$ cat src/rtl/reg_ab_writeback.sv
// rtl/reg_ab_writeback.sv - queued A/B operand register write-back with flags (optional WB_BYPASS_EN)
module reg_ab_writeback #(
    parameter int WIDTH = 8,
    parameter int DEPTH = 2
) (
    input  logic                       clk,
    input  logic                       rst_n,
    input  logic                       res_valid,
    output logic                       res_ready,
    input  logic [WIDTH-1:0]           res_data,
    input  logic                       res_c,
    input  logic [1:0]                 dst,
    input  logic                       freeze,
    output logic [WIDTH-1:0]           A,
    output logic [WIDTH-1:0]           B,
    output logic                       flag_z,
    output logic                       flag_n,
    output logic                       flag_c,
    output logic [$clog2(DEPTH):0]     pend_cnt
);
    localparam int PW = $clog2(DEPTH);
    localparam int CW = PW + 1;

    logic [WIDTH-1:0] q_data [DEPTH];
    logic             q_c    [DEPTH];
    logic [1:0]       q_dst  [DEPTH];

    logic [PW-1:0]    wptr;
    logic [PW-1:0]    rptr;
    logic [CW-1:0]    count;

    logic             push;
    logic             pop_q;
    logic             bypass;
    logic             enq;
    logic             retire;
    logic [WIDTH-1:0] ret_data;
    logic             ret_c;
    logic [1:0]       ret_dst;

    // Ready looks only at the registered count, so a full queue stalls even while draining.
    assign res_ready = (count < CW'(DEPTH));
    assign push      = res_valid && res_ready;
    assign pop_q     = !freeze && (count != '0);

`ifdef WB_BYPASS_EN
    assign bypass    = push && (count == '0) && !freeze;
`else
    assign bypass    = 1'b0;
`endif

    assign enq       = push && !bypass;
    assign retire    = pop_q || bypass;
    assign ret_data  = bypass ? res_data : q_data[rptr];
    assign ret_c     = bypass ? res_c    : q_c[rptr];
    assign ret_dst   = bypass ? dst      : q_dst[rptr];

    always_ff @(posedge clk) begin
        if (enq) begin
            q_data[wptr] <= res_data;
            q_c[wptr]    <= res_c;
            q_dst[wptr]  <= dst;
        end
    end

    always_ff @(posedge clk) begin
        if (!rst_n) begin
            wptr  <= '0;
            rptr  <= '0;
            count <= '0;
        end else begin
            if (enq)   wptr <= wptr + 1'b1;
            if (pop_q) rptr <= rptr + 1'b1;
            case ({enq, pop_q})
                2'b10:   count <= count + 1'b1;
                2'b01:   count <= count - 1'b1;
                default: count <= count;
            endcase
        end
    end

    always_ff @(posedge clk) begin
        if (!rst_n) begin
            A      <= '0;
            B      <= '0;
            flag_z <= 1'b1;
            flag_n <= 1'b0;
            flag_c <= 1'b0;
        end else if (retire) begin
            if (ret_dst[0]) A <= ret_data;
            if (ret_dst[1]) B <= ret_data;
            flag_z <= (ret_data == '0);
            flag_n <= ret_data[WIDTH-1];
            flag_c <= ret_c;
        end
    end

    assign pend_cnt = count;
endmodule

$ cat config.mk
export PLATFORM = sky130hd
export DESIGN_NAME = reg_ab_writeback
export DESIGN_NICKNAME = d
export VERILOG_FILES = /design/src/rtl/reg_ab_writeback.sv
export SDC_FILE = /design/constraint.sdc
export NUM_CORES = 1
export LEC_CHECK = 0
export BUFFER_PORTS_ARGS = -buffer_cell sky130_fd_sc_hd__buf_2
export CAP_MARGIN = 20
export CORE_ASPECT_RATIO = 1.2
export CORE_UTILIZATION = 52
export DETAILED_ROUTE_END_ITERATION = 8
export PLACE_DENSITY = 0.76
export SLEW_MARGIN = 20
export SYNTH_ARGS = -nofsm -noshare
export SYNTH_HDL_FRONTEND = slang
export SYNTH_SLANG_ARGS = --single-unit
$ cat constraint.sdc
create_clock -name clk -period 1.7 [get_ports clk]
set_input_delay 0.085 -clock clk [delete_from_list [all_inputs] [get_ports clk]]
set_output_delay 0.085 -clock clk [all_outputs]
set_load 0.05 [all_outputs]
# Word level (Yosys, flattened, before mapping)
# Memory sizes are Yosys's and may differ from the RTL's. A register that Yosys moved wholly into a read port is not among the register bits.
# Cells that the tools add are included.
# Widths: inputs -> output; s select.
# totals
reg_bits	22
latchBits	0
mem_bits_rw	22
romBits	0
output_inout_bits	22
memories	3
# classes
addsub	4
n_mul	0
div_mod_pow	0
magnitude_cmp	1
n_eq_ne	2
n_shift	0
n_mux	7
n_bitwise	0
n_reduce_logical	9
# mem_list
memory	depth	width	read_ports	rd_clocked_by_memory_dff	write_ports	line	source
q_data	2	8	1	1	1	24	logic [WIDTH-1:0] q_data [DEPTH];
q_dst	2	2	1	1	1	26	logic [1:0] q_dst [DEPTH];
q_c	2	1	1	1	1	25	logic q_c [DEPTH];
# ops
operator	n
$logic_not 8->1	1
$mux 1	6
$pmux 2 s2	1
$reduce_and 2->1	2
$reduce_bool 2->1	2
$add 1x1->1 const B	2
$add 2x1->2 const B	1
$eq 2x1->1 const B	1
$eq 2x2->1 const B	1
$logic_and 1x1->1	2
$logic_not 1->1	2
$lt 2x2->1 const B	1
$sub 2x1->2 const B	1

# Longest topological paths before layout
# Gate-level depths: netlist of the first run.
# depth
depth_word	4
depth_mapped	6
depth_no_buf	6

# Worst setup path before layout of the first run
# No wires, ideal clock.
# synth_path
kind	reg-to-reg
start	register count[1], in the netlist pend_cnt[1]
end	register count[1], in the netlist pend_cnt[1]
setup_ns	0.076
arrival_ns	1.970
path_slack_ns	-0.346
stages_incl_launch_ff	6
path_buffers	0
period_less_slack_ns	2.046
cell_sequence	dfxtp_1 -> inv_1 -> nand2_1 -> ha_1 -> or3_1 -> a21boi_0
# synth_via
elab_chain_len	4
# synth_rtl
item	line	source
start, declared	30	logic [CW-1:0] count;
start signal, assigned	75	2'b10: count <= count + 1'b1;
start signal, assigned	76	2'b01: count <= count - 1'b1;
start signal, assigned	77	default: count <= count;
$lt 2x2->1 (*)	42	assign res_ready = (count < CW'(DEPTH));
named net res_ready	9	output logic res_ready,
$logic_and 1x1->1 (*)	43	assign push = res_valid && res_ready;
$eq 2x1->1 / $eq 2x2->1 (equally long branches)	74	case ({enq, pop_q})
$pmux 2 s2 / $reduce_bool 2->1 (equally long branches)	n/a	
# Mark *: on every way through the listed nets, which the timed path passes. The rest lies on a longest branch.
# A chain may end at the register's enable or synchronous reset.

==> results.cfg, run 1 <==
[run_status]
outcome = finished clean

[logic_synthesis]
synthCells = 129
synth_enable_flop_cells = 22
synth_seq_cells = 46
largest_family_of_logic_cells_by_synthesized_area = compound AO/OA/AOI/OAI gates
synth.net_count = 145
post_synthesis_cell_area_sq_mm = 0.00173
arithmetic_cell_share_of_the_synthesized_area_counting_full_adders_half_adders_and_majority_gates_pct = 0.722
yosys.area_share.simple_pct = 9.82
yosysUniqueCellTypes = 24
seq_area_frac_synth_pct = 65.8
synth_xor_area_share_pct = 1.52
asyncSetResetFlopFracSynth_pct = 0
synth_mux_area_share_pct = 6.35
yosys_warnings = 0
post_synth.cell_area_avg_sq_um = 13.4
synth-compound-area-share_pct = 13.7
synth_ff_type = sky130_fd_sc_hd__dfxtp_1

[clock_network]
post_cts_hold_buffer_count = 11
ctsRootBufferMaster = sky130_fd_sc_hd__clkbuf_4
tritoncts = yes
worst_skew_pair.late_latency_ps = 350
htreeDepth = 2
post-cts-setup-buffer-count = 0
clock_tree.buffer_depth = 2
cts_inserted_buffers = 5
tritoncts_num_sinks = 46
worst_setup_hold_path_clk_slew_ps = 110
cts_resized = 0

[critical_path]
worstRegToRegCells = 4
critical_path.max_fanout = 2
worst_r2r_setup_slack_ps = 130
timing.critical_path.required_ps = 1960
worst_ep_arrival_time_ps = 1840
crit_path_kind = flip-flop to flip-flop
timing.rr.start = q_data[1][2]
r2r_end = flag_z
crit_path_end_kind = flip-flop
worst_setup_path_start_kind = flip-flop

[global_route]
number_of_antenna_violations_at_the_first_check_in_global_routing = 0
first_global_vias = 1133
grt_usage_pct = 20.0
maximum_number_of_pins_on_one_net_before_global_route_repair = 25
global_route_wire_length_before_repair_microns = 4870
overflow = 0

[floorplanning]
start_util_pct = 55.7
dieWidth_microns = 54.7
dieArea_sq_mm = 0.00357
rows = 22
io-pin-count = 37
die_h_microns = 65.2
core_area_sq_mm = 0.00311

[sta]
min_period_over_period_pct = 92.6
sum_neg_setup_slack_ps = 0
clock_skew_ps = 13.0
max_slew.worst_pin.slew_ps = 505
grt_setup_unrepaired = false
slew_hr_pct = 66.3
report.final.setup_viol = 0
final-max-slew-violation-count = 0
timing_hold_violations_final = 0
layout_setup_ws_ps = 125
layout_min_cycle_time_ps = 1570
clock.fmax_ghz = 0.635

[power]
p_leak_uw = 0.00105
pwr_density_mw_per_mm2 = 1570
vdd_ir_drop_max_mv = 0.889

[hold_path]
min-delay-path-class = input pin to flip-flop
hold_path.startpoint = rst_n
hold-path-cell-count = 2
worstHoldEndpoint = flag_z

[placement]
gpl.final_weighted_congestion = 0.735
final_hpwl_dp_microns = 2160
numPortBuffers = 36
preCtsSetupSlack_ps = 138

[detailed_routing]
vias = 1179
drt-wirelength-per-cell_microns = 14.1
vias_per_cell = 5.38
drc = 0
number_of_nets_with_antenna_violations_after_routing = 0
first_pass_iters = 4
postRouteWirelength_microns = 3090
initialDrtViolationCount = 34

[flow_run]
cap_violations = 0

[final_layout]
final_layout_size_suffix_gt1_share_pct = 29.0
n_antenna_cell = 0
area.growth.synth_to_final_pct = 23.5
final_core_utilization_pct = 68.8
final_nets = 198
==> power breakdown <==
| group | leakage [uW] | internal [uW] | switching (uW) |
|---|---|---|---|
| registers | 0.000402 | 1410 | 153 |
| logic | 0.000612 | 420 | 872 |
| clock network | 0.0000326 | 204 | 300 |
==> placed cells by master (no fill, tap or decap), types with 2 or more instances in the layout <==
cell / instances
sky130_fd_sc_hd__clkbuf_4: 5
sky130_fd_sc_hd__dfxtp_1: 23
sky130_fd_sc_hd__inv_1: 2
sky130_fd_sc_hd__o211a_1: 18
sky130_fd_sc_hd__a21oi_1: 2
sky130_fd_sc_hd__nor3_1: 2
sky130_fd_sc_hd__buf_2: 36
sky130_fd_sc_hd__nor2_1: 3
sky130_fd_sc_hd__buf_4: 5
sky130_fd_sc_hd__edfxtp_1: 22
sky130_fd_sc_hd__xnor2_1: 3
sky130_fd_sc_hd__dlygate4sd3_1: 11
sky130_fd_sc_hd__and2_1: 4
sky130_fd_sc_hd__clkbuf_1: 2
sky130_fd_sc_hd__mux2i_1: 11
sky130_fd_sc_hd__nand2_1: 20
==> synthesized netlist by cell type, types with 2 or more instances <==
cell	number	area (sq um)
sky130_fd_sc_hd__xnor2_1	3	26.3
sky130_fd_sc_hd__a21oi_1	2	10.0
sky130_fd_sc_hd__mux2i_1	11	110
sky130_fd_sc_hd__clkbuf_1	2	7.51
sky130_fd_sc_hd__edfxtp_1	22	661
sky130_fd_sc_hd__dfxtp_1	24	480
sky130_fd_sc_hd__nand2_1	20	75.1
sky130_fd_sc_hd__nor3_1	2	10.0
sky130_fd_sc_hd__and2_1	4	25.0
sky130_fd_sc_hd__nor2_1	4	15.0
sky130_fd_sc_hd__inv_1	2	7.51
sky130_fd_sc_hd__o211a_1	18	180
sky130_fd_sc_hd__buf_2	4	20.0
==> per-stage QoR <==
step,hold slack [ps],total power [uW],cells,area [sq um]
6_report,124,3360,219,2140
5_1_grt,132,3560,219,2140
4_1_cts,113,3390,219,2140
3_5_place_dp,276,2870,200,1970
3_3_place_gp,272,2820,200,1970
2_1_floorplan,184,2550,129,1740
==> worst max-delay path by stage <==
stage | from | to | slack, ps | cells past startpoint
floorplan | pend_cnt[0] | pend_cnt[1] | -140 | 5
CTS | q_data[1][2] | flag_z | 130 | 4
global placement | q_data[1][2] | flag_z | 180 | 4
finish | q_data[1][2] | flag_z | 130 | 4
detailed placement | q_data[1][2] | flag_z | 140 | 4
global route | pend_cnt[0] | pend_cnt[1] | 40 | 5
==> metal layers <==
metal	vias up	routed length, microns	track usage, %
met5	-	0	0
met4	0	53	8.33
met3	5	144	6.94
met2	34	1620	34.6
met1	559	1270	21.1
li1	581	-	-
==> cells by family (layout without fill, tap and decap cells) <==
| family | after synthesis | in the layout |
|---|---|---|
| buffers and inverters | 8 | 62 |
| muxes | 11 | 11 |
| DFF | 46 | 46 |
| and+or+nand+nor | 35 | 35 |
| AOI/OAI and AO/OA | 25 | 25 |
| xor gates and xnor gates | 3 | 3 |
| adders and majority gates | 1 | 1 |
==> flip-flops by register name, summed over array words and instances, names as in the netlist, named ones only <==
signal and flops:
flag_z 1, q_data 16, flag_c 1, flag_n 1, A 8, wptr 1, pend_cnt 2, rptr 1
B 8, q_c 2, q_dst 4
==> layout make-up <==
type | count | area [sq um]
inverter | 2 | 7.51
tap | 36 | 45.0
clock buffer | 8 | 58.8
timing repair buffer | 52 | 328
fill | 230 | 970
sequential | 46 | 1140
multi-input combinational | 75 | 559
==> critical path, cell delays in order (launching register included) <==
cell,delay (ps)
sky130_fd_sc_hd__edfxtp_1,410
sky130_fd_sc_hd__or4_4,550
sky130_fd_sc_hd__nor4b_2,220
sky130_fd_sc_hd__a21oi_1,80
sky130_fd_sc_hd__o311ai_2,250
(Power assumes the default switching activity.)
==> run 2, diff against run 1 <==
- CORE_UTILIZATION: 52 -> 40
- PLACE_DENSITY: 0.76 -> 0.61
==> results.cfg, run 2 (synthesized netlist as in run 1, its figures left out) <==
[run_status]
outcome = finished clean

[placement]
gpl.final_weighted_congestion = 0.719
numPortBuffers = 36
preCtsSetupSlack_ps = 135

[detailed_routing]
initialDrtViolationCount = 60
vias = 1159
number_of_nets_with_antenna_violations_after_routing = 0
postRouteWirelength_microns = 3120
drt-wirelength-per-cell_microns = 13.2
first_pass_iters = 4
drc = 0
vias_per_cell = 4.89

[global_route]
overflow = 0
first_global_vias = 1100
grt_usage_pct = 15.4
global_route_wire_length_before_repair_microns = 5000
maximum_number_of_pins_on_one_net_before_global_route_repair = 25
number_of_antenna_violations_at_the_first_check_in_global_routing = 0

[final_layout]
layout.cells.most_common = sky130_fd_sc_hd__buf_2
n_antenna_cell = 0
layout_top_registers = q_data (16), A (8), B (8)
multi_input_comb_area_sq_um = 559
largest_register = q_data
layout.cells.most_common_list = sky130_fd_sc_hd__buf_2 (36), sky130_fd_sc_hd__dfxtp_1 (23), sky130_fd_sc_hd__edfxtp_1 (22)
number_of_flip_flops_in_the_largest_register = 16
final_core_utilization_pct = 54.4
final_layout_size_suffix_gt1_share_pct = 30.1
sequential_cell_area_sq_mm = 0.00114
area.growth.synth_to_final_pct = 26.8
final_nets = 198
fillCellCount = 347

[critical_path]
worst_setup_path_start_kind = flip-flop
critical_path.max_fanout = 5
timing.critical_path.required_ps = 1920
crit_path_top_delay_cell = sky130_fd_sc_hd__dfxtp_1
crit_path_end_kind = flip-flop
worst_ep_arrival_time_ps = 1800
cpPeakStageDelay_ps = 360
crit_path_kind = flip-flop to flip-flop
cell_by_cell_trace_of_the_critical_path = o21bai_2 -> inv_1 -> ha_1 -> or3_1 -> a21boi_0

[floorplanning]
rows = 25
dieArea_sq_mm = 0.00460
start_util_pct = 42.9
dieWidth_microns = 62.1
io-pin-count = 37
core_area_sq_mm = 0.00404
die_h_microns = 74.1

[clock_network]
worst_skew_pair.late_latency_ps = 290
cts_resized = 0
ctsRootBufferMaster = sky130_fd_sc_hd__clkbuf_8
clock_tree.buffer_depth = 2
tritoncts = yes
cts_inserted_buffers = 5
htreeDepth = 2
post-cts-setup-buffer-count = 0
worst_setup_hold_path_clk_slew_ps = 80
post_cts_hold_buffer_count = 11
tritoncts_num_sinks = 46

[sta]
clock_skew_ps = 9.48
max_slew.worst_pin.slew_ps = 507
final-max-slew-violation-count = 0
clock.fmax_ghz = 0.634
slew_hr_pct = 66.2
layout_min_cycle_time_ps = 1580
report.final.setup_viol = 0
timing_hold_violations_final = 0
grt_setup_unrepaired = false
layout_setup_ws_ps = 123
min_period_over_period_pct = 92.8

[power]
power_switching_share_pct = 38.5
p_seq_share_pct = 43.9
p_leak_uw = 0.00107
pwr-share-comb_pct = 37.1
pwr_density_mw_per_mm2 = 1600
vdd_ir_drop_max_mv = 0.611
p_int_uw = 2170
power.net_switching_uw = 1360
pwr-share-clk_pct = 19.0

[flow_run]
cap_violations = 0

[hold_path]
min-delay-path-class = input pin to flip-flop
run 2: changes by cell type in the layout (fill, tap and decap cells not counted):
cell	delta
sky130_fd_sc_hd__clkinv_2	+1
sky130_fd_sc_hd__clkbuf_8	+5
sky130_fd_sc_hd__clkbuf_2	+1
sky130_fd_sc_hd__clkbuf_1	-2
sky130_fd_sc_hd__clkbuf_4	-5
run 2: worst max-delay path, delay by kind of cell (launching register included):
| kind | cells | cell delay, ps |
|---|---|---|
| AND/OR/NAND/NOR | 1 | 360 |
| flip-flops | 1 | 360 |
| adder cells (fa/ha/maj) | 1 | 340 |
| AO/OA/AOI/OAI | 2 | 320 |
| buffers and inverters | 1 | 110 |
run 2: layout make-up:
| class | count | area share (%) |
|---|---|---|
| Inverter | 2 | 0.342 |
| Clock buffer | 7 | 3.99 |
| Multi-Input combinational cell | 75 | 25.5 |
| Sequential cell | 46 | 52.0 |
| Timing Repair Buffer | 52 | 14.9 |
| Tap cell | 54 | 3.08 |
| Clock inverter | 1 | 0.228 |
run 2: power groups by stage:
stage,registers (uW),logic [uW],clock network [uW]
after global routing,1570,1420,742
after floorplan,2000,553,0
final,1550,1310,670
after detailed placement,1580,1300,0
after global placement,1560,1280,0
after CTS,1550,1330,697
run 2: metal layers:
metal | vias up | wire (microns) | track usage (%)
li1 | 578 | - | -
met1 | 548 | 1400 | 20.0
met2 | 28 | 1520 | 23.5
met3 | 5 | 153 | 5.39
met4 | 0 | 48 | 5.93
met5 | - | 0 | 0
run 2: path summary, 6_finish.rpt:
path         depth (start not counted)   startpoint           to  slack (ps)
min reg2reg                          1         B[5]         B[5]         500
max reg2reg                          5  pend_cnt[0]  pend_cnt[1]         120
min                                  2        rst_n       flag_z         170
max                                  5  pend_cnt[0]  pend_cnt[1]         120
run 2: stage by stage:
| step | cell area (sq um) | instances | setup TNS [ps] | total power, uW | hold slack (ps) |
|---|---|---|---|---|---|
| after CTS | 2200 | 237 | 0 | 3580 | 169 |
| after global placement | 1990 | 218 | 0 | 2830 | 272 |
| after global routing | 2200 | 237 | 0 | 3740 | 186 |
| after floorplan | 1740 | 129 | -138 | 2550 | 184 |
| after detailed placement | 1990 | 218 | 0 | 2880 | 279 |
| final | 2200 | 237 | 0 | 3530 | 173 |
